--- src/rtl/wisc_pkg.sv ---
// Shared types and constants for the memory stage of the 16-bit pipeline.
package wisc_pkg;

  localparam int unsigned DATA_W = 16;
  localparam int unsigned REG_AW = 4;
  localparam int unsigned CNT_W  = 8;

  localparam logic [DATA_W-1:0] BUS_ERR_DATA = 16'hFFFF;

  typedef enum logic {
    IDLE   = 1'b0,
    ACCESS = 1'b1
  } mem_state_t;

  // MEM/WB payload consumed by the write-back unit.
  typedef struct packed {
    logic              valid;
    logic              reg_write;
    logic              mem_to_reg;
    logic [REG_AW-1:0] reg_rd;
    logic [DATA_W-1:0] mem_read_data;
    logic [DATA_W-1:0] alu_result;
  } mem_wb_t;

endpackage

--- src/rtl/mem_access_stage_if.sv ---
// Data-memory req/ack bus.
//   master: drives dmem_req/we/addr/wdata, receives dmem_rdata/ack
//   slave : the memory side
interface mem_access_stage_if;
  import wisc_pkg::*;

  logic              dmem_req;
  logic              dmem_we;
  logic [DATA_W-1:0] dmem_addr;
  logic [DATA_W-1:0] dmem_wdata;
  logic [DATA_W-1:0] dmem_rdata;
  logic              dmem_ack;

  modport master (
    output dmem_req, dmem_we, dmem_addr, dmem_wdata,
    input  dmem_rdata, dmem_ack
  );

  modport slave (
    input  dmem_req, dmem_we, dmem_addr, dmem_wdata,
    output dmem_rdata, dmem_ack
  );
endinterface

--- src/rtl/mem_access_stage_mem_wb_reg.sv ---
// MEM/WB pipeline register.
//   load   : capture d
//   bubble : clear valid/reg_write, hold the remaining fields (wins over load)
//   q      : registered bundle to write-back
module mem_wb_reg
  import wisc_pkg::*;
(
  input  logic    clk,
  input  logic    rst_n,
  input  logic    load,
  input  logic    bubble,
  input  mem_wb_t d,
  output mem_wb_t q
);

  mem_wb_t q_d, q_q;

  // Next-value select.
  always_comb begin
    q_d = q_q;
    if (bubble) begin
      q_d.valid     = 1'b0;
      q_d.reg_write = 1'b0;
    end else if (load) begin
      q_d = d;
    end
  end

  always_ff @(posedge clk or negedge rst_n) begin
    if (!rst_n) q_q <= '0;
    else        q_q <= q_d;
  end

  assign q = q_q;

endmodule

--- src/rtl/mem_access_stage.sv ---
// Memory stage: runs loads/stores over a multi-cycle req/ack bus, stalls
// upstream while an access is outstanding, and registers the MEM/WB bundle.
//   ex_*      : EX/MEM bundle (held stable by upstream while stall_mem=1)
//   flush     : kill the instruction in this stage
//   stall_mem : combinational hold request to upstream
//   dmem      : data-memory bus (master side)
//   wb_*      : registered MEM/WB bundle
//   bus_err   : one-cycle pulse when an access times out
module mem_access_stage
  import wisc_pkg::*;
#(
  parameter int unsigned TIMEOUT = 15
) (
  input  logic                clk,
  input  logic                rst_n,
  input  logic                ex_valid,
  input  logic                ex_mem_read,
  input  logic                ex_mem_write,
  input  logic                ex_mem_to_reg,
  input  logic                ex_reg_write,
  input  logic [REG_AW-1:0]   ex_reg_rd,
  input  logic [DATA_W-1:0]   ex_alu_result,
  input  logic [DATA_W-1:0]   ex_store_data,
  input  logic                flush,
  output logic                stall_mem,
  mem_access_stage_if.master  dmem,
  output logic                wb_valid,
  output logic                wb_reg_write,
  output logic                wb_mem_to_reg,
  output logic [REG_AW-1:0]   wb_reg_rd,
  output logic [DATA_W-1:0]   wb_mem_read_data,
  output logic [DATA_W-1:0]   wb_alu_result,
  output logic                bus_err
);

  mem_state_t        state_d, state_q;
  logic [CNT_W-1:0]  cnt_d, cnt_q;
  logic              killed_d, killed_q;
  logic              req_d, req_q;
  logic              we_d, we_q;
  logic [DATA_W-1:0] addr_d, addr_q;
  logic [DATA_W-1:0] wdata_d, wdata_q;
  logic              bus_err_d, bus_err_q;

  logic    memop;
  logic    timeout_hit;
  logic    wb_load, wb_bubble;
  mem_wb_t wb_d, wb_q;

  assign memop = ex_valid & (ex_mem_read | ex_mem_write);

  // Ack in the last allowed cycle still counts as a normal completion.
  assign timeout_hit = (TIMEOUT != 0) && (state_q == ACCESS) && !dmem.dmem_ack &&
                       (cnt_q == CNT_W'(TIMEOUT - 1));

  // Next-state, bus request and MEM/WB control.
  always_comb begin
    state_d   = state_q;
    cnt_d     = cnt_q;
    killed_d  = killed_q;
    req_d     = req_q;
    we_d      = we_q;
    addr_d    = addr_q;
    wdata_d   = wdata_q;
    bus_err_d = 1'b0;
    stall_mem = 1'b0;
    wb_load   = 1'b0;
    wb_bubble = 1'b0;

    wb_d.valid         = ex_valid & ~flush;
    wb_d.reg_write     = ex_reg_write & ex_valid & ~flush;
    wb_d.mem_to_reg    = ex_mem_to_reg;
    wb_d.reg_rd        = ex_reg_rd;
    wb_d.mem_read_data = '0;
    wb_d.alu_result    = ex_alu_result;

    unique case (state_q)
      IDLE: begin
        if (memop && !flush) begin
          stall_mem = 1'b1;
          wb_bubble = 1'b1;
          state_d   = ACCESS;
          cnt_d     = '0;
          killed_d  = 1'b0;
          req_d     = 1'b1;
          we_d      = ex_mem_write;   // read+write together behaves as a store
          addr_d    = ex_alu_result;
          wdata_d   = ex_store_data;
        end else begin
          wb_load = 1'b1;
        end
      end

      ACCESS: begin
        stall_mem = ~(dmem.dmem_ack | timeout_hit);
        if (dmem.dmem_ack || timeout_hit) begin
          state_d  = IDLE;
          cnt_d    = '0;
          killed_d = 1'b0;
          req_d    = 1'b0;
          // A flush arriving on the completing cycle kills it as well.
          if (killed_q || flush) begin
            wb_bubble = 1'b1;
          end else begin
            wb_load        = 1'b1;
            wb_d.valid     = 1'b1;
            wb_d.reg_write = ex_reg_write;
            if (timeout_hit) begin
              wb_d.mem_read_data = BUS_ERR_DATA;
              wb_d.reg_write     = 1'b0;
            end else if (!we_q) begin
              wb_d.mem_read_data = dmem.dmem_rdata;
            end
          end
          bus_err_d = timeout_hit;
        end else begin
          cnt_d    = cnt_q + CNT_W'(1);
          killed_d = killed_q | flush;
        end
      end

      default: state_d = IDLE;
    endcase
  end

  always_ff @(posedge clk or negedge rst_n) begin
    if (!rst_n) begin
      state_q   <= IDLE;
      cnt_q     <= '0;
      killed_q  <= 1'b0;
      req_q     <= 1'b0;
      we_q      <= 1'b0;
      addr_q    <= '0;
      wdata_q   <= '0;
      bus_err_q <= 1'b0;
    end else begin
      state_q   <= state_d;
      cnt_q     <= cnt_d;
      killed_q  <= killed_d;
      req_q     <= req_d;
      we_q      <= we_d;
      addr_q    <= addr_d;
      wdata_q   <= wdata_d;
      bus_err_q <= bus_err_d;
    end
  end

  mem_wb_reg u_mem_wb_reg (
    .clk    (clk),
    .rst_n  (rst_n),
    .load   (wb_load),
    .bubble (wb_bubble),
    .d      (wb_d),
    .q      (wb_q)
  );

  assign dmem.dmem_req   = req_q;
  assign dmem.dmem_we    = we_q;
  assign dmem.dmem_addr  = addr_q;
  assign dmem.dmem_wdata = wdata_q;

  assign wb_valid         = wb_q.valid;
  assign wb_reg_write     = wb_q.reg_write;
  assign wb_mem_to_reg    = wb_q.mem_to_reg;
  assign wb_reg_rd        = wb_q.reg_rd;
  assign wb_mem_read_data = wb_q.mem_read_data;
  assign wb_alu_result    = wb_q.alu_result;
  assign bus_err          = bus_err_q;

endmodule

--- src/flat_wrapper.sv ---
// flat-port wrapper written by rule: the top's interface ports become plain ports
module mem_access_stage_flat import wisc_pkg::*;
#(
  parameter int unsigned TIMEOUT = 15
)
  (clk, rst_n, ex_valid, ex_mem_read, ex_mem_write, ex_mem_to_reg, ex_reg_write, ex_reg_rd, ex_alu_result, ex_store_data, flush, stall_mem, wb_valid, wb_reg_write, wb_mem_to_reg, wb_reg_rd, wb_mem_read_data, wb_alu_result, bus_err, dmem_dmem_req, dmem_dmem_we, dmem_dmem_addr, dmem_dmem_wdata, dmem_dmem_rdata, dmem_dmem_ack);
  mem_access_stage_if dmem_i ();
  input  logic clk;
  input  logic rst_n;
  input  logic ex_valid;
  input  logic ex_mem_read;
  input  logic ex_mem_write;
  input  logic ex_mem_to_reg;
  input  logic ex_reg_write;
  input  logic [REG_AW-1:0] ex_reg_rd;
  input  logic [DATA_W-1:0] ex_alu_result;
  input  logic [DATA_W-1:0] ex_store_data;
  input  logic flush;
  output logic stall_mem;
  output logic wb_valid;
  output logic wb_reg_write;
  output logic wb_mem_to_reg;
  output logic [REG_AW-1:0] wb_reg_rd;
  output logic [DATA_W-1:0] wb_mem_read_data;
  output logic [DATA_W-1:0] wb_alu_result;
  output logic bus_err;
  output wire logic [$bits(dmem_i.dmem_req)-1:0] dmem_dmem_req;
  output wire logic [$bits(dmem_i.dmem_we)-1:0] dmem_dmem_we;
  output wire logic [$bits(dmem_i.dmem_addr)-1:0] dmem_dmem_addr;
  output wire logic [$bits(dmem_i.dmem_wdata)-1:0] dmem_dmem_wdata;
  input wire logic [$bits(dmem_i.dmem_rdata)-1:0] dmem_dmem_rdata;
  input wire logic [$bits(dmem_i.dmem_ack)-1:0] dmem_dmem_ack;
  assign dmem_dmem_req = dmem_i.dmem_req;
  assign dmem_dmem_we = dmem_i.dmem_we;
  assign dmem_dmem_addr = dmem_i.dmem_addr;
  assign dmem_dmem_wdata = dmem_i.dmem_wdata;
  assign dmem_i.dmem_rdata = dmem_dmem_rdata;
  assign dmem_i.dmem_ack = dmem_dmem_ack;
  mem_access_stage #(.TIMEOUT(TIMEOUT)) u_core (.clk(clk), .rst_n(rst_n), .ex_valid(ex_valid), .ex_mem_read(ex_mem_read), .ex_mem_write(ex_mem_write), .ex_mem_to_reg(ex_mem_to_reg), .ex_reg_write(ex_reg_write), .ex_reg_rd(ex_reg_rd), .ex_alu_result(ex_alu_result), .ex_store_data(ex_store_data), .flush(flush), .stall_mem(stall_mem), .dmem(dmem_i), .wb_valid(wb_valid), .wb_reg_write(wb_reg_write), .wb_mem_to_reg(wb_mem_to_reg), .wb_reg_rd(wb_reg_rd), .wb_mem_read_data(wb_mem_read_data), .wb_alu_result(wb_alu_result), .bus_err(bus_err));
endmodule
--- config.mk ---
export PLATFORM = sky130hd
export DESIGN_NAME = mem_access_stage_flat
export DESIGN_NICKNAME = d
export VERILOG_FILES = /design/src/rtl/wisc_pkg.sv /design/src/rtl/mem_access_stage_if.sv /design/src/rtl/mem_access_stage_mem_wb_reg.sv /design/src/rtl/mem_access_stage.sv /design/src/flat_wrapper.sv
export SDC_FILE = /design/constraint.sdc
export NUM_CORES = 1
export LEC_CHECK = 0
export CELL_PAD_IN_SITES_DETAIL_PLACEMENT = 1
export CELL_PAD_IN_SITES_GLOBAL_PLACEMENT = 1
export CORE_MARGIN = 2
export CORE_UTILIZATION = 32
export CTS_CLUSTER_DIAMETER = 60
export CTS_CLUSTER_SIZE = 25
export DETAILED_ROUTE_END_ITERATION = 6
export PLACE_DENSITY = 0.75
export RECOVER_POWER = 100
export SLEW_MARGIN = 20
export SYNTH_ARGS = -nofsm -noshare
export SYNTH_HDL_FRONTEND = slang
export SYNTH_SLANG_ARGS = --single-unit
--- constraint.sdc ---
create_clock -name clk -period 4.4 [get_ports clk]
set_input_delay 1.32 -clock clk [delete_from_list [all_inputs] [get_ports clk]]
set_output_delay 1.32 -clock clk [all_outputs]
set_load 0.05 [all_outputs]
==> results.md <==
* Setup crit end kind: output pin
* Starting Density at 33.1%
* CP Launch Type: input port
* Port bufs at around 140
* Final Cell Area at 5280 um2
* Residual DRC count at 0
* YS warnings at 0
* Net count, final at roughly 460
* Largest net degree at the start of global routing at 85
* Yosys top cell by area: dfrtp_1
* CTS sink cnt at 84
* Gr ovfl total at 0
* Die ar. at approximately 12000 um2
* Die Y at about 110 um
* First-pass GRT wire length at approximately 15 mm
* Post-DRT Antenna Nets at 0
* Core Rows at 38
* Unrepaired setup endpoints after global routing: no
* Cell chain of the critical path: clkdlybuf4s50_1, and2b_1, and3_1, o21ai_0, and2_0, buf_12
* Max Clk Rate at 0.236 GHz
* PwrDens at roughly 690 nW/um2
* Clock latency on the worst-skew pair at about 330 ps
* Placer Congestion at about 0.7
* Setup violators final at 0
* CTS tree: done
* CTS-repair resized insts at 0
* Setup TNS at 0 ps
* Routed vias at 2598
* Kind of critical path: in -> out
* Maximum VDD drop at 325 uV
* Fill count at roughly 1200
* Max Slew Vio Count at 103
* Status: finished, violations left
* Slew @ Worst Pin at 2100 ps
* Period utilization at a little under 100%
* CP max-delay cell: clkdlybuf4s50_1
* Worst slew margin at -39.7%
* Final worst slack at about 160 ps
* CTS root buf: clkbuf_16
* GRT Total Usage at 16.2%
* DR pass1 iterations at 4
* Total power at roughly 3.6 mW
* Post-synthesis cell type count at 39
* CP top delay family: buffers and inverters
* Syn Inst Count at around 260
* Setup bufs post-CTS at 0
* #FFs+latches synth at 84
* TritonCTS buffer count at 9
* Setup WS pre-CTS at around 230 ps
* Ports at approximately 140
* Detailed Place HPWL at 6.52 mm
* Area Growth Syn to Fin at 45.9%
* Leak at 2.24 nW
* Die X at ~110 um
* Hold Fails Final Rpt at 0
* Yosys top cell area share at between 50% and 60%
* Worst path bufs/invs at 2
* Clock Pin Slew Worst Setup and Hold Paths at 60 ps
* Netlist Area Pre-Place at approximately 3600 um2
* Final wirelength at a little over 9 mm
* WP data required at slightly above 3000 ps
* Worst EP arrival at 2920 ps
* Tmin final at about 4200 ps
* Hold WS at roughly 480 ps
* Antenna Cells at 0
* Clk_skew at roughly 6.6 ps
* Dpl cell area at a little over 5000 um2
* Violated checks: capacitance limit, slew limit
* H-tree Lvls at 3
* Max-Cap Viols at 2
* Mapped Avg Cell Area at 13.8 um2
* Slowest stage delay, CP at about 570 ps
* Max Fanout on Critical Path at 4
* WL/cell at about 17 um
* Vias in the first global route at around 2900
* Drt initial violations at 56
* Register area share after synthesis at roughly three fifths
* Worst hold path class: reg -> reg
* Initial antenna violation count at 0
* Core Area at approximately 11000 um2
* Synthesized Nets at 325
* Via/cell ratio at between 4 and 5
* Layout cell share with drive strength beyond 1 at 14.6%
* Top post-synthesis cells by area: dfrtp_1 58%, mux2_2 11%, mux2_4 8.3%
* Clock buffer depth at 2
* Hold buffers post-CTS at 0
[flip-flops by register name, summed over array words and instances, names as in the netlist]
name	flops
u_core.u_mem_wb_reg.q	39
u_core.bus_err	1
u_core.dmem.dmem_req	1
u_core.dmem.dmem_wdata	16
u_core.dmem.dmem_addr	16
u_core.cnt_q	8
u_core.state_q	1
u_core.killed_q	1
u_core.dmem.dmem_we	1
[final cells by class]
cell class	count	area [um2]	share of cell area, %
Clock buffer	13	260	4.93
Clock inverter	3	45.0	0.854
Inverter	5	18.8	0.356
Multi-Input combinational cell	160	1300	24.6
Sequential cell	84	2100	39.8
Tap cell	140	175	3.32
Timing Repair Buffer	139	1380	26.1
[worst register-to-register path, cell delays in order, from the launching register on]
cell and delay (ps):
dfrtp_1 430, inv_1 90, ha_1 140, nor3b_4 280
a21oi_4 100, nor2_1 1360, mux2i_1 240
[final timing paths]
check                                            end                 startpoint  depth (start not counted)  slack [ps]
min in group asynchronous  u_core.dmem.dmem_addr[13]                      rst_n                          1        1600
max in group asynchronous  u_core.u_mem_wb_reg.q[29]                      rst_n                          1        1570
min reg2reg                u_core.u_mem_wb_reg.q[12]  u_core.u_mem_wb_reg.q[12]                          1         480
max                                        stall_mem              dmem_dmem_ack                          6         160
min                        u_core.u_mem_wb_reg.q[12]  u_core.u_mem_wb_reg.q[12]                          1         480
max reg2reg                u_core.u_mem_wb_reg.q[29]            u_core.cnt_q[0]                          6        1570
[where the power goes]
group	internal [mW]	switching, mW
logic	0.569	1.16
clock network	0.471	0.292
registers	1.01	0.130
total	2.05	1.58
[per-stage QoR]
| step | cells | utilization (%) |
|---|---|---|
| 2_1_floorplan | 262 | - |
| 3_3_place_gp | 528 | 46.4 |
| 3_5_place_dp | 528 | 46.4 |
| 4_1_cts | 544 | 49.2 |
| 5_1_grt | 544 | 48.2 |
| 6_report | 544 | 48.2 |
[per-layer routing]
| metal | wire, um | GRT usage (%) |
|---|---|---|
| met5 | 0 | 0 |
| met4 | 150 | 6.43 |
| met3 | 764 | 4.70 |
| met2 | 4230 | 25.6 |
| met1 | 3970 | 20.8 |
[cells by family (layout without fill, tap and decap cells)]
| kind of cell | Yosys count | count (layout) | share of synthesized area [%] |
|---|---|---|---|
| DFF | 84 | 84 | 58.2 |
| muxes | 70 | 70 | 23.3 |
| xor gates and xnor gates | 1 | 1 | 0.242 |
| adders and majority gates | 2 | 2 | 0.692 |
| and+or+nand+nor | 44 | 44 | 6.47 |
| buffers and inverters | 18 | 160 | 3.50 |
| AOI/OAI and AO/OA | 43 | 43 | 7.62 |
[cell usage in the layout (no fill, tap or decap), types with 2 or more instances in the layout]
cell type,instances
clkbuf_1,4
a31oi_1,3
clkdlybuf4s50_1,58
nand2_1,25
a21o_1,2
clkbuf_2,2
mux2i_1,16
clkbuf_8,2
clkbuf_16,9
nand3_1,3
clkinvlp_4,2
o21ai_0,9
and3_1,2
mux2_2,34
nor2_1,4
a21oi_1,20
dlygate4sd3_1,75
inv_1,5
dfrtp_1,84
and2b_1,2
mux2_1,19
ha_1,2
[cell usage after synthesis, drive strengths merged]
cell type and n:
dfrtp 84, mux2 54, nand2 25, a21oi 21, mux2i 16, buf 10, o21ai 10, inv 5
nor2 4, a31oi 3, clkbuf 3, nand3 3, a21o 2, and2b 2, and3 2, ha 2
a21bo 1, a21boi 1, a221o 1, a22o 1, a32o 1, a41oi 1, and2 1, and4bb 1
nor2b 1, nor3 1, nor3b 1, o32ai 1, or2 1, or2b 1, or3 1, xnor2 1
(Power assumes the default switching activity.)
